===== src/rtl/debounce_pkg.sv =====
// Shared types and constants for the debounce_sync block.
package debounce_pkg;

  typedef enum logic [1:0] {
    S_LOW      = 2'd0,
    S_CHK_HIGH = 2'd1,
    S_HIGH     = 2'd2,
    S_CHK_LOW  = 2'd3
  } state_e;

  localparam logic QResetVal  = 1'b0;
  localparam logic QnResetVal = 1'b1;

endpackage


===== src/rtl/sync_chain.sv =====
// Plain flop-chain synchroniser for an asynchronous level input.
module sync_chain #(
  parameter int unsigned SYNC_STAGES = 2
) (
  input  logic clk_i,
  input  logic res_i,
  input  logic din_i,
  output logic sync_o
);

  if (SYNC_STAGES < 2) begin : gen_bad_stages
    $error("sync_chain: SYNC_STAGES must be >= 2");
  end

  logic [SYNC_STAGES-1:0] stage_q;

  // stage_q[0] may go metastable; only stage_q[SYNC_STAGES-1] leaves this module.
  always_ff @(posedge clk_i) begin
    if (res_i) begin
      stage_q <= '0;
    end else begin
      stage_q <= {stage_q[SYNC_STAGES-2:0], din_i};
    end
  end

  assign sync_o = stage_q[SYNC_STAGES-1];

endmodule


===== src/rtl/debounce_sync.sv =====
// Synchronise and debounce a raw level; emit clean q/qn and one-cycle rise/fall pulses.
module debounce_sync
  import debounce_pkg::*;
#(
  parameter int unsigned SYNC_STAGES     = 2,
  parameter int unsigned DEBOUNCE_CYCLES = 8
) (
  input  logic clk_i,
  input  logic res_i,
  input  logic din_i,
  output logic q_o,
  output logic qn_o,
  output logic rise_o,
  output logic fall_o,
  output logic busy_o
);

  if (DEBOUNCE_CYCLES < 2) begin : gen_bad_cycles
    $error("debounce_sync: DEBOUNCE_CYCLES must be >= 2");
  end

  localparam int unsigned CntW = $clog2(DEBOUNCE_CYCLES);
  localparam logic [CntW-1:0] CntLast = CntW'(DEBOUNCE_CYCLES - 1);
  localparam logic [CntW-1:0] CntOne  = CntW'(1);

  logic            sync;
  state_e          state_q, state_d;
  logic [CntW-1:0] cnt_q, cnt_d;
  logic            q_q, q_d;
  logic            rise_q, rise_d;
  logic            fall_q, fall_d;

  sync_chain #(
    .SYNC_STAGES(SYNC_STAGES)
  ) u_sync_chain (
    .clk_i (clk_i),
    .res_i (res_i),
    .din_i (din_i),
    .sync_o(sync)
  );

  always_comb begin
    state_d = state_q;
    cnt_d   = cnt_q;
    q_d     = q_q;
    rise_d  = 1'b0;
    fall_d  = 1'b0;
    unique case (state_q)
      S_LOW: begin
        if (sync) begin
          state_d = S_CHK_HIGH;
          cnt_d   = CntOne;
        end
      end
      S_CHK_HIGH: begin
        if (!sync) begin
          state_d = S_LOW;
          cnt_d   = '0;
        end else if (cnt_q == CntLast) begin
          state_d = S_HIGH;
          q_d     = 1'b1;
          rise_d  = 1'b1;
          cnt_d   = '0;
        end else begin
          cnt_d = cnt_q + CntOne;
        end
      end
      S_HIGH: begin
        if (!sync) begin
          state_d = S_CHK_LOW;
          cnt_d   = CntOne;
        end
      end
      S_CHK_LOW: begin
        if (sync) begin
          state_d = S_HIGH;
          cnt_d   = '0;
        end else if (cnt_q == CntLast) begin
          state_d = S_LOW;
          q_d     = 1'b0;
          fall_d  = 1'b1;
          cnt_d   = '0;
        end else begin
          cnt_d = cnt_q + CntOne;
        end
      end
      default: begin
        state_d = S_LOW;
        cnt_d   = '0;
      end
    endcase
  end

  // Reset deliberately produces no fall pulse even when q was high.
  always_ff @(posedge clk_i) begin
    if (res_i) begin
      state_q <= S_LOW;
      cnt_q   <= '0;
      q_q     <= QResetVal;
      rise_q  <= 1'b0;
      fall_q  <= 1'b0;
    end else begin
      state_q <= state_d;
      cnt_q   <= cnt_d;
      q_q     <= q_d;
      rise_q  <= rise_d;
      fall_q  <= fall_d;
    end
  end

  assign q_o    = q_q;
  assign qn_o   = ~q_q;
  assign rise_o = rise_q;
  assign fall_o = fall_q;
  assign busy_o = (state_q == S_CHK_HIGH) || (state_q == S_CHK_LOW);

endmodule


===== config.mk =====
export PLATFORM = sky130hd
export DESIGN_NAME = debounce_sync
export DESIGN_NICKNAME = d
export VERILOG_FILES = /design/src/rtl/debounce_pkg.sv /design/src/rtl/sync_chain.sv /design/src/rtl/debounce_sync.sv
export SDC_FILE = /design/constraint.sdc
export NUM_CORES = 1
export LEC_CHECK = 0
export BUFFER_PORTS_ARGS = -buffer_cell sky130_fd_sc_hd__buf_4
export CAP_MARGIN = 20
export CORE_AREA = 4 4 41 43
export DETAILED_ROUTE_END_ITERATION = 6
export DIE_AREA = 0 0 45 47
export GPL_TIMING_DRIVEN = 0
export SLEW_MARGIN = 0
export SYNTH_ARGS = -nofsm -noshare
export SYNTH_HDL_FRONTEND = slang
export SYNTH_HIERARCHICAL = 1
export SYNTH_SLANG_ARGS = --single-unit

===== constraint.sdc =====
create_clock -name clk_i -period 1.3 [get_ports clk_i]
set_input_delay 0.065 -clock clk_i [delete_from_list [all_inputs] [get_ports clk_i]]
set_output_delay 0.065 -clock clk_i [all_outputs]
set_load 0.01 [all_outputs]

## Word-level counts from Yosys, hierarchy flattened

Index checks and enable logic that the tools add are counted.
Widths: inputs -> output; s select.

| word-level totals | value |
|---|---|
| bits of input ports | 3 |
| output and inout port bits | 5 |
| memories | 0 |
| word-level logic and storage cells | 50 |
| latch bits | 0 |
| register bits after elaboration | 10 |
| RAM bits | 0 |
| memory bits (read-only) | 0 |

| cells by class | value |
|---|---|
| magnitude comparators | 0 |
| divide/modulo/power cells | 0 |
| mux-type cells | 19 |
| $add $sub $neg | 1 |
| multipliers | 0 |
| shift operators | 0 |
| bitwise logic cells | 4 |
| eq/ne operators | 12 |
| reductions and logical operators | 8 |

Operators with widths:

| cell | count |
|---|---|
| $mux 3 | 5 |
| $mux 2 | 6 |
| $pmux 3 s4 | 1 |
| $ne 2x2->1 const B | 4 |
| $pmux 2 s4 | 1 |
| $reduce_or 3->1 | 2 |
| $mux 1 | 5 |
| $reduce_and 5->1 | 1 |
| $eq 2x2->1 const B | 2 |
| $ne 2x1->1 const B | 2 |
| $not 1->1 | 4 |
| $reduce_and 4->1 | 1 |
| $add 3x1->3 const B | 1 |
| $eq 3x3->1 const B | 1 |
| $ne 3x2->1 const B | 1 |
| $ne 3x3->1 const B | 1 |
| $eq 2x1->1 const B | 1 |
| $logic_not 2->1 | 1 |
| $pmux 1 s2 | 1 |
| $reduce_and 2->1 | 1 |
| $reduce_bool 2->1 | 1 |
| $logic_or 1x1->1 | 1 |

## Depth between registers and ports, before layout

Gate-level depths: netlist of run 1.

| depth | value |
|---|---|
| depth after elaboration | 4 |
| mapped depth | 5 |
| depth with buffers taken out | 5 |

## By module

The synthesis of run 1 kept the hierarchy.

By module, submodules not included:

| module | area each (um2) | times used | cells an instance | seq. area each (um2) |
|---|---|---|---|---|
| debounce_sync | 335.3 | 1 | 35 | 160.2 |
| sync_chain | 52.6 | 1 | 4 | 40.0 |

## Worst setup path after synthesis of run 1

Ideal clock, no wire load.

| path | value |
|---|---|
| kind | register -> register |
| from | reg cnt_q[0] |
| to | reg q_q (netlist: q_o) |
| library setup time | 70 ps |
| cell stages (with the launch flop) | 6 |
| path buffers | 0 |
| arrival | 1054 ps |
| data required time | 1230 ps |
| slack | 176 ps |
| path through | dfxtp_1 > ha_1 > ha_1 > nand3_1 > a21o_2 > a21oi_1 |

| on the way | value |
|---|---|
| cells in the longest elaborated chain, start to end | 3 |

Ends and longest elaborated chain:

| item | line | text |
|---|---|---|
| start: declaration | debounce_sync.sv:28 | `logic [CntW-1:0] cnt_q, cnt_d;` |
| start signal: assignment | debounce_sync.sv:104 | `cnt_q <= cnt_d;` |
| $eq 3x3->1 * | debounce_sync.sv:59, debounce_sync.sv:78 |  |
| $ne 2x2->1 (no line) | -- |  |
| $reduce_and 5->1 (no line) * | -- |  |
| end signal: assignment | debounce_sync.sv:99 | `q_q <= QResetVal;` |
| end signal: assignment | debounce_sync.sv:105 | `q_q <= q_d;` |
| end: declaration | debounce_sync.sv:29 | `logic q_q, q_d;` |

Mark *: on every way between the ends. The rest lies on a longest branch, timed or not.
A chain may end at the register's enable or synchronous reset.

## Final worst setup path of run 1

| path | value |
|---|---|
| from | reg cnt_q[0] |
| to | reg cnt_q[0] |

| on the way | value |
|---|---|
| cells in the longest elaborated chain, start to end | 4 |

Ends and longest elaborated chain:

| item | line | text |
|---|---|---|
| $add 3x1->3 / $eq 3x3->1 (equally long branches) | -- |  |
| $mux 3 * | debounce_sync.sv:59, debounce_sync.sv:78 |  |
| $mux 3 (on tied branches) | debounce_sync.sv:75, debounce_sync.sv:56 |  |
| $pmux 3 s4 * | debounce_sync.sv:48 | `unique case (state_q)` |

Marked as above.

==> qor.yml, run 1 <==
finish:
  final_nets: 58
  diodes: 0
  drive_above_1_share_pct: 37.3
  fill_cells: 146
  fin_area_sq_um: 514
  syn2layout_area_growth_pct: 32.6
global_routing:
  track_usage_pct: 7.54
  grt_pass1_vias: 260
  grt_max_degree: 9
  grt_pass1_wl_microns: 1110
  antenna_found_initial: 0
  grt-ovfl-total: 0
critical_path:
  worstReg2RegStart: "cnt_q[0]"
  rr_endpoint: "cnt_q[0]"
  reg2regPathDepth: 5
  start_kind: "flop"
  worstSetupEndpointType: "flop"
  cp_max_fo: 3
  cp.required_ps: 1470
  r2r_slack_ps: 90
  arrival_ps: 1380
  worstSetupPathType: "reg2reg"
synthesis:
  ys_seq_area_share_pct: 51.6
  ys_warn_count: 6
  syn_area_per_cell_sq_um: 9.95
  ys_seq_elements: 10
  synthCells: 39
  synthesis.nets: 44
  syn-cell-area_sq_um: 388
  ys_types: 18
clock_network:
  clkSinkCount: 10
  cts_tree: "done"
  cts_root_buf: "clkbuf_4"
  htree_num_levels: 1
  cts_buffer_depth: 2
  clk_pin_slew_ps: 60
  cts_buffers: 3
  clk_latency_ps: 250
timing:
  hold_viol: 0
  fmax_mhz: 830
  setup_viol: 0
  hold_ws_ps: 23.2
  period_share_pct: 92.7
  fin_crit_ps: 1210
  drv_slew: 0
  clock_skew_ps: 1.03
  maxSlewHeadroom_pct: 81.9
  tightest_slew_ps: 271
place:
  placed_area_sq_um: 459
  gp_congestion: 0.666
  io_buffers: 7
  post-dp-hpwl_microns: 478
floorplan:
  num_rows: 13
  fp.dieW_microns: 45
  core_sq_mm: 0.00130
  dieArea_sq_mm: 0.00212
  initial_core_util_pct: 29.8
  io_pins: 8
  die_y_microns: 47
drt:
  first_pass_iters: 2
  wl_microns: 669
  avgViaCountPerCell: 4.55
  wl_per_cell_microns: 10.1
  dr.first_iter.drc_count: 7
  vias: 300
  drc: 0
  ant_nets: 0
outcome:
  status: "completed"
power_and_ir_drop:
  irDropWorstVdd_mv: 0.520
  switchingPower_uw: 117
  p_leak_uw: 0.000203
  power_density_mw_per_mm2: 1100
  seqPwrFrac_pct: 57.2
  clock_power_share_pct: 34.6
  combPwrFrac_pct: 8.2
  swShare_pct: 20.8
  p_int_uw: 447
worst_hold_path:
  worstHoldPathCells: 2
  hold_path.class: "in2reg"
  worstHoldEndpoint: "u_sync_chain/stage_q[0]"
  min_from: "din_i"
run:
  drv_cap: 0
[worst max-delay path by stage]
stage	startpoint	end	slack [ps]	cells after the start
6_report	cnt_q[0]	cnt_q[0]	90	5
5_1_grt	cnt_q[0]	q_o	-5	5
4_1_cts	cnt_q[0]	q_o	50	5
3_5_place_dp	cnt_q[0]	q_o	60	5
3_3_place_gp	cnt_q[0]	q_o	70	5
2_1_floorplan	cnt_q[0]	q_o	180	5
[metrics by stage]
| step | cells | setup WS (ps) | utilization [%] | setup TNS [ps] | total power (uW) |
|---|---|---|---|---|---|
| 2_1_floorplan | 39 | 176 | - | 0 | 351 |
| 3_3_place_gp | 61 | 71.0 | 35.3 | 0 | 370 |
| 3_5_place_dp | 61 | 64.1 | 35.3 | 0 | 371 |
| 4_1_cts | 65 | 48.0 | 37.8 | 0 | 578 |
| 5_1_grt | 66 | -4.82 | 39.5 | -5.29 | 600 |
| 6_report | 66 | 94.6 | 39.5 | 0 | 564 |
[cell type report]
type / count / area [sq um] / area share [%]
Clock buffer: 3 / 22.5 / 4.38
Buffer: 2 / 8.76 / 1.70
Inverter: 1 / 3.75 / 0.730
Tap cell: 15 / 18.8 / 3.65
Sequential cell: 10 / 203 / 39.4
Timing Repair Buffer: 9 / 70.1 / 13.6
Multi-Input combinational cell: 26 / 188 / 36.5
[critical path: stages (launching register included)]
cell and delay, ps:
dfxtp_2 320, ha_1 190, ha_2 180, buf_4 130
o21a_1 150, nor3_1 140
[synth_stat cells]
cell | n | area (sq um)
clkbuf_2 | 1 | 5.00
nor4b_1 | 2 | 17.5
nand3b_1 | 2 | 15.0
nand3_1 | 3 | 15.0
nor3_1 | 1 | 5.00
a21oi_1 | 4 | 20.0
inv_1 | 1 | 3.75
xor2_2 | 1 | 16.3
dfxtp_1 | 10 | 200
nand2_1 | 3 | 11.3
o21a_1 | 1 | 7.51
nor2_1 | 2 | 7.51
ha_1 | 2 | 25.0
o21ai_0 | 1 | 5.00
xnor2_1 | 1 | 8.76
clkbuf_1 | 1 | 3.75
nor2b_1 | 2 | 12.5
a21o_2 | 1 | 8.76
[sequential cells by signal (all words and copies together) (netlist names), named ones only]
register / cells
cnt_q: 3
u_sync_chain/stage_q: 2
fall_o: 1
q_o: 1
rise_o: 1
state_q: 1
[placed cells by master, fill, tap and decap left out, drive strengths merged]
cell type,synthesis,layout
dfxtp,10,10
buf,0,8
clkbuf,2,5
a21oi,4,4
nand2,3,3
nand3,3,3
nor2,2,2
nand3b,2,2
nor2b,2,2
nor4b,2,2
ha,2,2
inv,1,1
xor2,1,1
xnor2,1,1
o21a,1,1
nor3,1,1
o21ai,1,1
a21o,1,1
dlygate4sd3,0,1
[what timing repair did]
item,CTS,global route
hold buffers,1,0
resized for setup,0,6
setup endpoints to repair,0,3
setup buffers,0,1
hold endpoints to repair,2,0
[logic make-up (layout without fill, tap and decap cells)]
| logic type | after synthesis | in the layout | share of synthesized area [%] |
|---|---|---|---|
| AND/OR/NAND/NOR | 15 | 15 | 21.6 |
| flip-flops | 10 | 10 | 51.6 |
| XOR/XNOR | 2 | 2 | 6.45 |
| adder cells (fa/ha/maj) | 2 | 2 | 6.45 |
| buffers and inverters | 3 | 15 | 3.22 |
| AO/OA/AOI/OAI | 7 | 7 | 10.6 |
[routing by layer]
metal / global-route usage, % / wire length, microns
met5: 0 / 0
met2: 9.32 / 290
met3: 6.13 / 53
met4: 1.75 / 0
met1: 9.91 / 326
[power by group through the flow]
stage,registers (uW),clock network [uW],logic [uW]
floorplan,329,0,21.6
global placement,329,0,41.0
CTS,322,211,44.2
global route,324,224,52.0
detailed placement,329,0,41.7
finish,323,195,46.2
No activity file was read; power rests on OpenSTA's default activity.
==> inputs of run 2 (changes only) <==
--- a/config.mk
+++ b/config.mk
@@ -8,6 +8,7 @@
 export BUFFER_PORTS_ARGS = -buffer_cell sky130_fd_sc_hd__buf_4
 export CAP_MARGIN = 20
 export CORE_AREA = 4 4 41 43
+export CTS_BUF_LIST = sky130_fd_sc_hd__clkbuf_8
 export DETAILED_ROUTE_END_ITERATION = 6
 export DIE_AREA = 0 0 45 47
 export GPL_TIMING_DRIVEN = 0
==> run 2 against run 1 <==
  * Global-route usage grew 0.16 points
  * Critical path depth is the same
  * Clock skew is essentially flat
  * Largest power group unchanged
==> qor.yml, run 2 (same netlist as run 1, synthesis figures left out) <==
timing:
  clock_skew_ps: 1.01  # was 1.03 ps
  maxSlewHeadroom_pct: 81.8  # was 81.9%
  hold_viol: 0  # unchanged
  fin_crit_ps: 1200  # was 1210 ps
  tightest_slew_ps: 272  # was 271 ps
  setup_viol: 0  # unchanged
  fmax_mhz: 830  # about the same
  drv_slew: 0  # unchanged
  period_share_pct: 92.7  # about the same
finish:
  final_cell_mix: "dfxtp_1, buf_4"  # unchanged
  regMostFlops: "cnt_q"  # unchanged
  largest_reg_flops: 3  # unchanged
  layout_commonest_cell: "dfxtp_1"
  reg.largest.list: "cnt_q: 3 flops, u_sync_chain/stage_q: 2 flops"  # unchanged
  final_nets: 57  # was 58
  syn2layout_area_growth_pct: 34.5  # was 32.6%
  fin_util_pct: 40.1  # was 39.5%
  drive_above_1_share_pct: 36.0  # was 37.3%
  fill_cells: 143  # was 146
  diodes: 0  # unchanged
critical_path:
  crit_family: "adder cells"  # unchanged
  start_kind: "flop"  # unchanged
  cp.required_ps: 1450  # was 1470 ps
  arrival_ps: 1350  # was 1380 ps
  critPathBufInv: 1  # unchanged
  slowest_delay_ps: 320  # about the same
  cp_max_fo: 3  # unchanged
  crit_slowest_cell: "dfxtp_2"  # unchanged
  worstSetupPathType: "reg2reg"  # unchanged
  worstSetupEndpointType: "flop"  # unchanged
  crit_chain: "ha_1, ha_2, buf_4, o21a_1, nor3_1"  # unchanged
drt:
  avgViaCountPerCell: 4.54  # was 4.55
  wl_per_cell_microns: 10.5  # was 10.1 microns
  first_pass_iters: 2  # unchanged
  drc: 0  # unchanged
  wl_microns: 684  # was 669 microns
  ant_nets: 0  # unchanged
  vias: 295  # was 300
  dr.first_iter.drc_count: 3  # was 7
floorplan:
  io_pins: 8  # unchanged
  die_y_microns: 47  # unchanged
  fp.dieW_microns: 45  # unchanged
  initial_core_util_pct: 29.8  # unchanged
  core_sq_mm: 0.00130  # unchanged
  dieArea_sq_mm: 0.00212  # unchanged
  num_rows: 13  # unchanged
power_and_ir_drop:
  irDropWorstVdd_mv: 0.662  # was 0.520 mV
  p_leak_uw: 0.000206  # was 0.000203 uW
  p_total_uw: 671  # was 564 uW
  power_density_mw_per_mm2: 1290  # was 1100 mW/mm^2
clock_network:
  cts_tree: "done"  # unchanged
  cts_root_buf: "clkbuf_8"  # was clkbuf_4
  cts_buffer_depth: 2  # unchanged
  cts_buffers: 3  # unchanged
  clk_latency_ps: 230  # was 250 ps
  hold_buffers: 0  # was 1
  clk_pin_slew_ps: 40  # was 60 ps
  htree_num_levels: 1  # unchanged
  clkSinkCount: 10  # unchanged
place:
  post-dp-hpwl_microns: 478  # unchanged
  io_buffers: 7  # unchanged
  gp_congestion: 0.666  # unchanged
global_routing:
  grt-ovfl-total: 0  # unchanged
  antenna_found_initial: 0  # unchanged
  grt_pass1_vias: 271  # was 260
  track_usage_pct: 7.70  # was 7.54%
  grt_pass1_wl_microns: 1140  # was 1110 microns
  grt_max_degree: 9  # unchanged
run:
  drv_cap: 0  # unchanged
worst_hold_path:
  hold_path.class: "in2reg"  # unchanged
outcome:
  status: "completed"  # unchanged
run 2: cell count changes in the layout (fill, tap and decap cells not counted), sizes merged:
cell	previous run	this run
dlygate4sd3	1	0
run 2: timing repair:
item                                    CTS  global route
resized for setup                         0             5
endpoints found under the setup margin    0             3
buffers inserted                          0             1
run 2: worst paths after layout:
path	to	slack, ps	cells after the start	start
worst max-delay path	cnt_q[0]	100	5	cnt_q[0]
worst min-delay path	u_sync_chain/stage_q[0]	10	2	res_i
worst max register to register	cnt_q[0]	100	5	cnt_q[0]
worst min register to register	u_sync_chain/stage_q[1]	450	1	u_sync_chain/stage_q[0]
run 2: cell type report:
| type | instances | area (sq um) | area share [%] |
|---|---|---|---|
| Sequential cell | 10 | 201 | 38.6 |
| Buffer | 2 | 8.76 | 1.68 |
| Inverter | 1 | 3.75 | 0.719 |
| Timing Repair Buffer | 8 | 60.1 | 11.5 |
| Tap cell | 15 | 18.8 | 3.60 |
| Clock buffer | 3 | 41.3 | 7.91 |
| Multi-Input combinational cell | 26 | 188 | 36.0 |
run 2: worst reg2reg max path: cells and delay by family, from the launching register on:
kind | cells | cell delay [ps]
simple gates | 1 | 140
flops | 1 | 320
compound gates | 1 | 150
buf+inv | 1 | 130
fa+ha+maj | 2 | 380
run 2: per-stage QoR:
step	cell area, sq um	worst slack (ps)	setup TNS [ps]	hold WS [ps]	std cells
final	522	95.1	0	11.4	65
after floorplan	388	176	0	137	39
after global placement	459	71.0	0	242	61
after detailed placement	459	64.1	0	246	61
after global routing	522	-12.9	-21.4	10.4	65
after CTS	500	51.8	0	8.05	64
run 2: routing by layer:
layer,wire [microns],track usage (%),up-vias
met5,0,0,-
met4,0,1.75,0
met3,58,6.13,0
met2,305,10.2,9
met1,320,9.68,131
li1,-,-,155
run 2: power breakdown:
group          leakage [uW]  internal (uW)  switching, uW
logic              0.000102           23.7           20.3
clock network     0.0000216            201            102
registers         0.0000817            317           7.56
total              0.000206            541            130
==> inputs of run 3 (changes only) <==
--- a/config.mk
+++ b/config.mk
@@ -5,6 +5,8 @@
 export SDC_FILE = /design/constraint.sdc
 export NUM_CORES = 1
 export LEC_CHECK = 0
+export ABC_AREA = 1
+export ABC_CLOCK_PERIOD_IN_PS = 1300
 export BUFFER_PORTS_ARGS = -buffer_cell sky130_fd_sc_hd__buf_4
 export CAP_MARGIN = 20
 export CORE_AREA = 4 4 41 43
==> constraint.sdc (replaced) <==
create_clock -name clk_i -period 1.3 [get_ports clk_i]
set_input_delay 0.26 -clock clk_i [delete_from_list [all_inputs] [get_ports clk_i]]
set_output_delay 0.26 -clock clk_i [all_outputs]
set_load 0.01 [all_outputs]
==> run 3 against run 2 <==
  * Cell area shrank 3.4%
  * Synthesized cell count grew 21%
  * Clock skew is essentially flat
  * Setup slack gained 30 ps
  * Global-route usage grew 0.52 points
  * Via count grew 7.1%
  * Non-clock buffer count shrank 2
  * Register-to-register slack gained 30 ps
  * Die area is the same
  * Maximum frequency grew 2.5%
  * Clock-buffer cell count is the same
  * Highest routed layer unchanged
==> qor.yml, run 3 <==
synthesis:
  ys_warn_count: 6  # unchanged
  async_flop_share_pct: 0  # unchanged
  synth_top_area_cell: "dfxtp_1"  # unchanged
  synth-main-ff-cell: "dfxtp_1"  # unchanged
  synthesis.nets: 52  # was 44
  synth_edf_count: 0  # unchanged
  synthTopCellsByCount: "dfxtp_1, inv_1, nor2_1"  # was dfxtp_1, a21oi_1, nand2_1, nand3_1
  ys_seq_area_share_pct: 51.1  # was 51.6%
  synth_top_area_share_pct: 51.1  # was 51.6%
  post-synth-top-count-cell: "dfxtp_1"  # unchanged
  ys_seq_elements: 10  # unchanged
  synthCells: 47  # was 39
  synth.area.top_cells: "dfxtp_1, inv_1, ha_1"  # was dfxtp_1, ha_1, a21oi_1
  syn_area_per_cell_sq_um: 8.33  # was 9.95 sq um
  ys_types: 15  # was 18
  syn-cell-area_sq_um: 392  # was 388 sq um
finish:
  layout_commonest_cell: "dfxtp_1"  # unchanged
  diodes: 0  # unchanged
  syn2layout_area_growth_pct: 28.8  # was 34.5%
  stdcell_count: 72  # was 65
  regMostFlops: "cnt_q"  # unchanged
  fin_area_sq_um: 504  # was 522 sq um
  reg.largest.list: "cnt_q: 3 flops, u_sync_chain/stage_q: 2 flops"  # unchanged
  largest_reg_flops: 3  # unchanged
  final_cell_mix: "dfxtp_1, inv_1, buf_4"  # was dfxtp_1, buf_4
  final_nets: 64  # was 57
  drive_above_1_share_pct: 28.1  # was 36.0%
outcome:
  status: "completed"  # unchanged
drt:
  vias: 316  # was 295
  dr.first_iter.drc_count: 3  # unchanged
  avgViaCountPerCell: 4.39  # was 4.54
  drc: 0  # unchanged
  wl_microns: 628  # was 684 microns
  ant_nets: 0  # unchanged
  wl_per_cell_microns: 8.72  # was 10.5 microns
  first_pass_iters: 2  # unchanged
clock_network:
  clk_pin_slew_ps: 40  # about the same
  htree_num_levels: 1  # unchanged
  cts_tree: "done"  # unchanged
  clkSinkCount: 10  # unchanged
  cts_buffer_depth: 2  # unchanged
  cts_root_buf: "clkbuf_8"  # unchanged
  cts_buffers: 3  # unchanged
  post_cts_buffers: 0  # unchanged
  clk_latency_ps: 230  # about the same
  cts_resized: 0  # unchanged
  hold_buffers: 0  # unchanged
floorplan:
  core_sq_mm: 0.00130  # unchanged
  dieArea_sq_mm: 0.00212  # unchanged
  initial_core_util_pct: 30.1  # was 29.8%
  num_rows: 13  # unchanged
  die_y_microns: 47  # unchanged
  io_pins: 8  # unchanged
  fp.dieW_microns: 45  # unchanged
run:
  drv_cap: 0  # unchanged
global_routing:
  grt-ovfl-total: 0  # unchanged
  antenna_found_initial: 0  # unchanged
  grt_pass1_wl_microns: 1170  # was 1140 microns
  grt_max_degree: 7  # was 9
  track_usage_pct: 8.22  # was 7.70%
  grt_pass1_vias: 306  # was 271
place:
  gp_congestion: 0.727  # was 0.666
  dp.cells: 69  # was 61
  post-dp-hpwl_microns: 510  # was 478 microns
  io_buffers: 7  # unchanged
  placed_area_sq_um: 463  # was 459 sq um
critical_path:
  arrival_ps: 1350  # about the same
  cp_common_cell: "ha_1"
  crit_slowest_cell: "dfxtp_1"  # was dfxtp_2
  worstSetupPathType: "reg2reg"  # unchanged
  cp_max_fo: 3  # unchanged
  crit_family: "adder cells"  # unchanged
  slowest_delay_ps: 320  # about the same
  critPathBufInv: 1  # unchanged
  start_kind: "flop"  # unchanged
  worstSetupEndpointType: "flop"  # unchanged
  crit_chain: "ha_1, ha_1, nand2_2, nand2_1, a21oi_1, o21ai_1, inv_1"  # was ha_1, ha_2, buf_4, o21a_1, nor3_1
  cp.required_ps: 1480  # was 1450 ps
timing:
  maxSlewHeadroom_pct: 85.5  # was 81.8%
  fmax_mhz: 851  # was 830 MHz
  rsz0062_at_grt: "no"
  drv_slew: 0  # unchanged
  tightest_slew_ps: 218  # was 272 ps
  fin_crit_ps: 1180  # was 1200 ps
  period_share_pct: 90.4  # was 92.7%
  tns_ps: 0  # unchanged
  setup_viol: 0  # unchanged
  clock_skew_ps: 0.584  # was 1.01 ps
  hold_viol: 0  # unchanged
power_and_ir_drop:
  p_leak_uw: 0.000255  # was 0.000206 uW
  power_density_mw_per_mm2: 1280  # was 1290 mW/mm^2
  irDropWorstVdd_mv: 0.611  # was 0.662 mV
worst_hold_path:
  hold_path.class: "in2reg"  # unchanged
-- run 3: cell count changes in the layout (fill, tap and decap cells not counted), moves of 2 or more --
| cell | change |
|---|---|
| nand3b_1 | -2 |
| nand2_2 | +3 |
| inv_1 | +8 |
| nor2_1 | +2 |
| inv_2 | +2 |
| nand4_1 | +3 |
| nor2b_1 | -2 |
-- run 3: cell families (layout without fill, tap and decap cells) --
family | after synthesis | in the layout | synth area share, %
flip-flops | 10 | 10 | 51.1
AO/OA/AOI/OAI | 6 | 6 | 7.99
buffers and inverters | 12 | 22 | 11.5
adder cells (fa/ha/maj) | 2 | 2 | 6.39
AND/OR/NAND/NOR | 17 | 17 | 23.0
-- run 3: power breakdown --
| part | internal (uW) | switching [uW] |
|---|---|---|
| logic | 10.5 | 13.4 |
| clock network | 201 | 103 |
| registers | 313 | 4.69 |
-- run 3: final timing paths --
kind                                 from  slack, ps                       to  depth (start not counted)
hold reg to reg   u_sync_chain/stage_q[0]        400  u_sync_chain/stage_q[1]                          2
setup / recovery                 cnt_q[0]        120                 cnt_q[0]                          7
setup reg to reg                 cnt_q[0]        120                 cnt_q[0]                          7
hold / removal                      res_i        230  u_sync_chain/stage_q[1]                          2
-- run 3: layout make-up --
cell class | instances | area [sq um]
fill | 146 | 797
sequential | 10 | 200
multi-input combinational | 25 | 146
timing repair buffer | 7 | 52.6
clock buffer | 3 | 41.3
inverter | 11 | 41.3
tap | 15 | 18.8
buffer | 1 | 3.75
-- run 3: worst register-to-register path, stage by stage, from the launching register on --
cell,delay (ps)
dfxtp_1,320
ha_1,200
ha_1,180
nand2_2,90
nand2_1,90
a21oi_1,120
o21ai_1,70
inv_1,50
-- run 3: per-layer routing --
metal / part of all wire, % / track usage [%] / wire length, microns
met3: 5.9 / 2.30 / 37
met4: 0 / 8.77 / 0
met5: 0 / 0 / 0
met2: 48 / 12.4 / 300
met1: 46 / 8.88 / 290
-- run 3: stage by stage --
stage / power (uW) / setup WS [ps] / hold slack (ps) / utilization, %
2_1_floorplan: 336 / 215 / 329 / -
3_3_place_gp: 347 / 145 / 389 / 35.6
3_5_place_dp: 348 / 121 / 399 / 35.6
4_1_cts: 660 / 111 / 229 / 38.8
5_1_grt: 674 / 21.2 / 239 / 38.8
6_report: 646 / 125 / 233 / 38.8
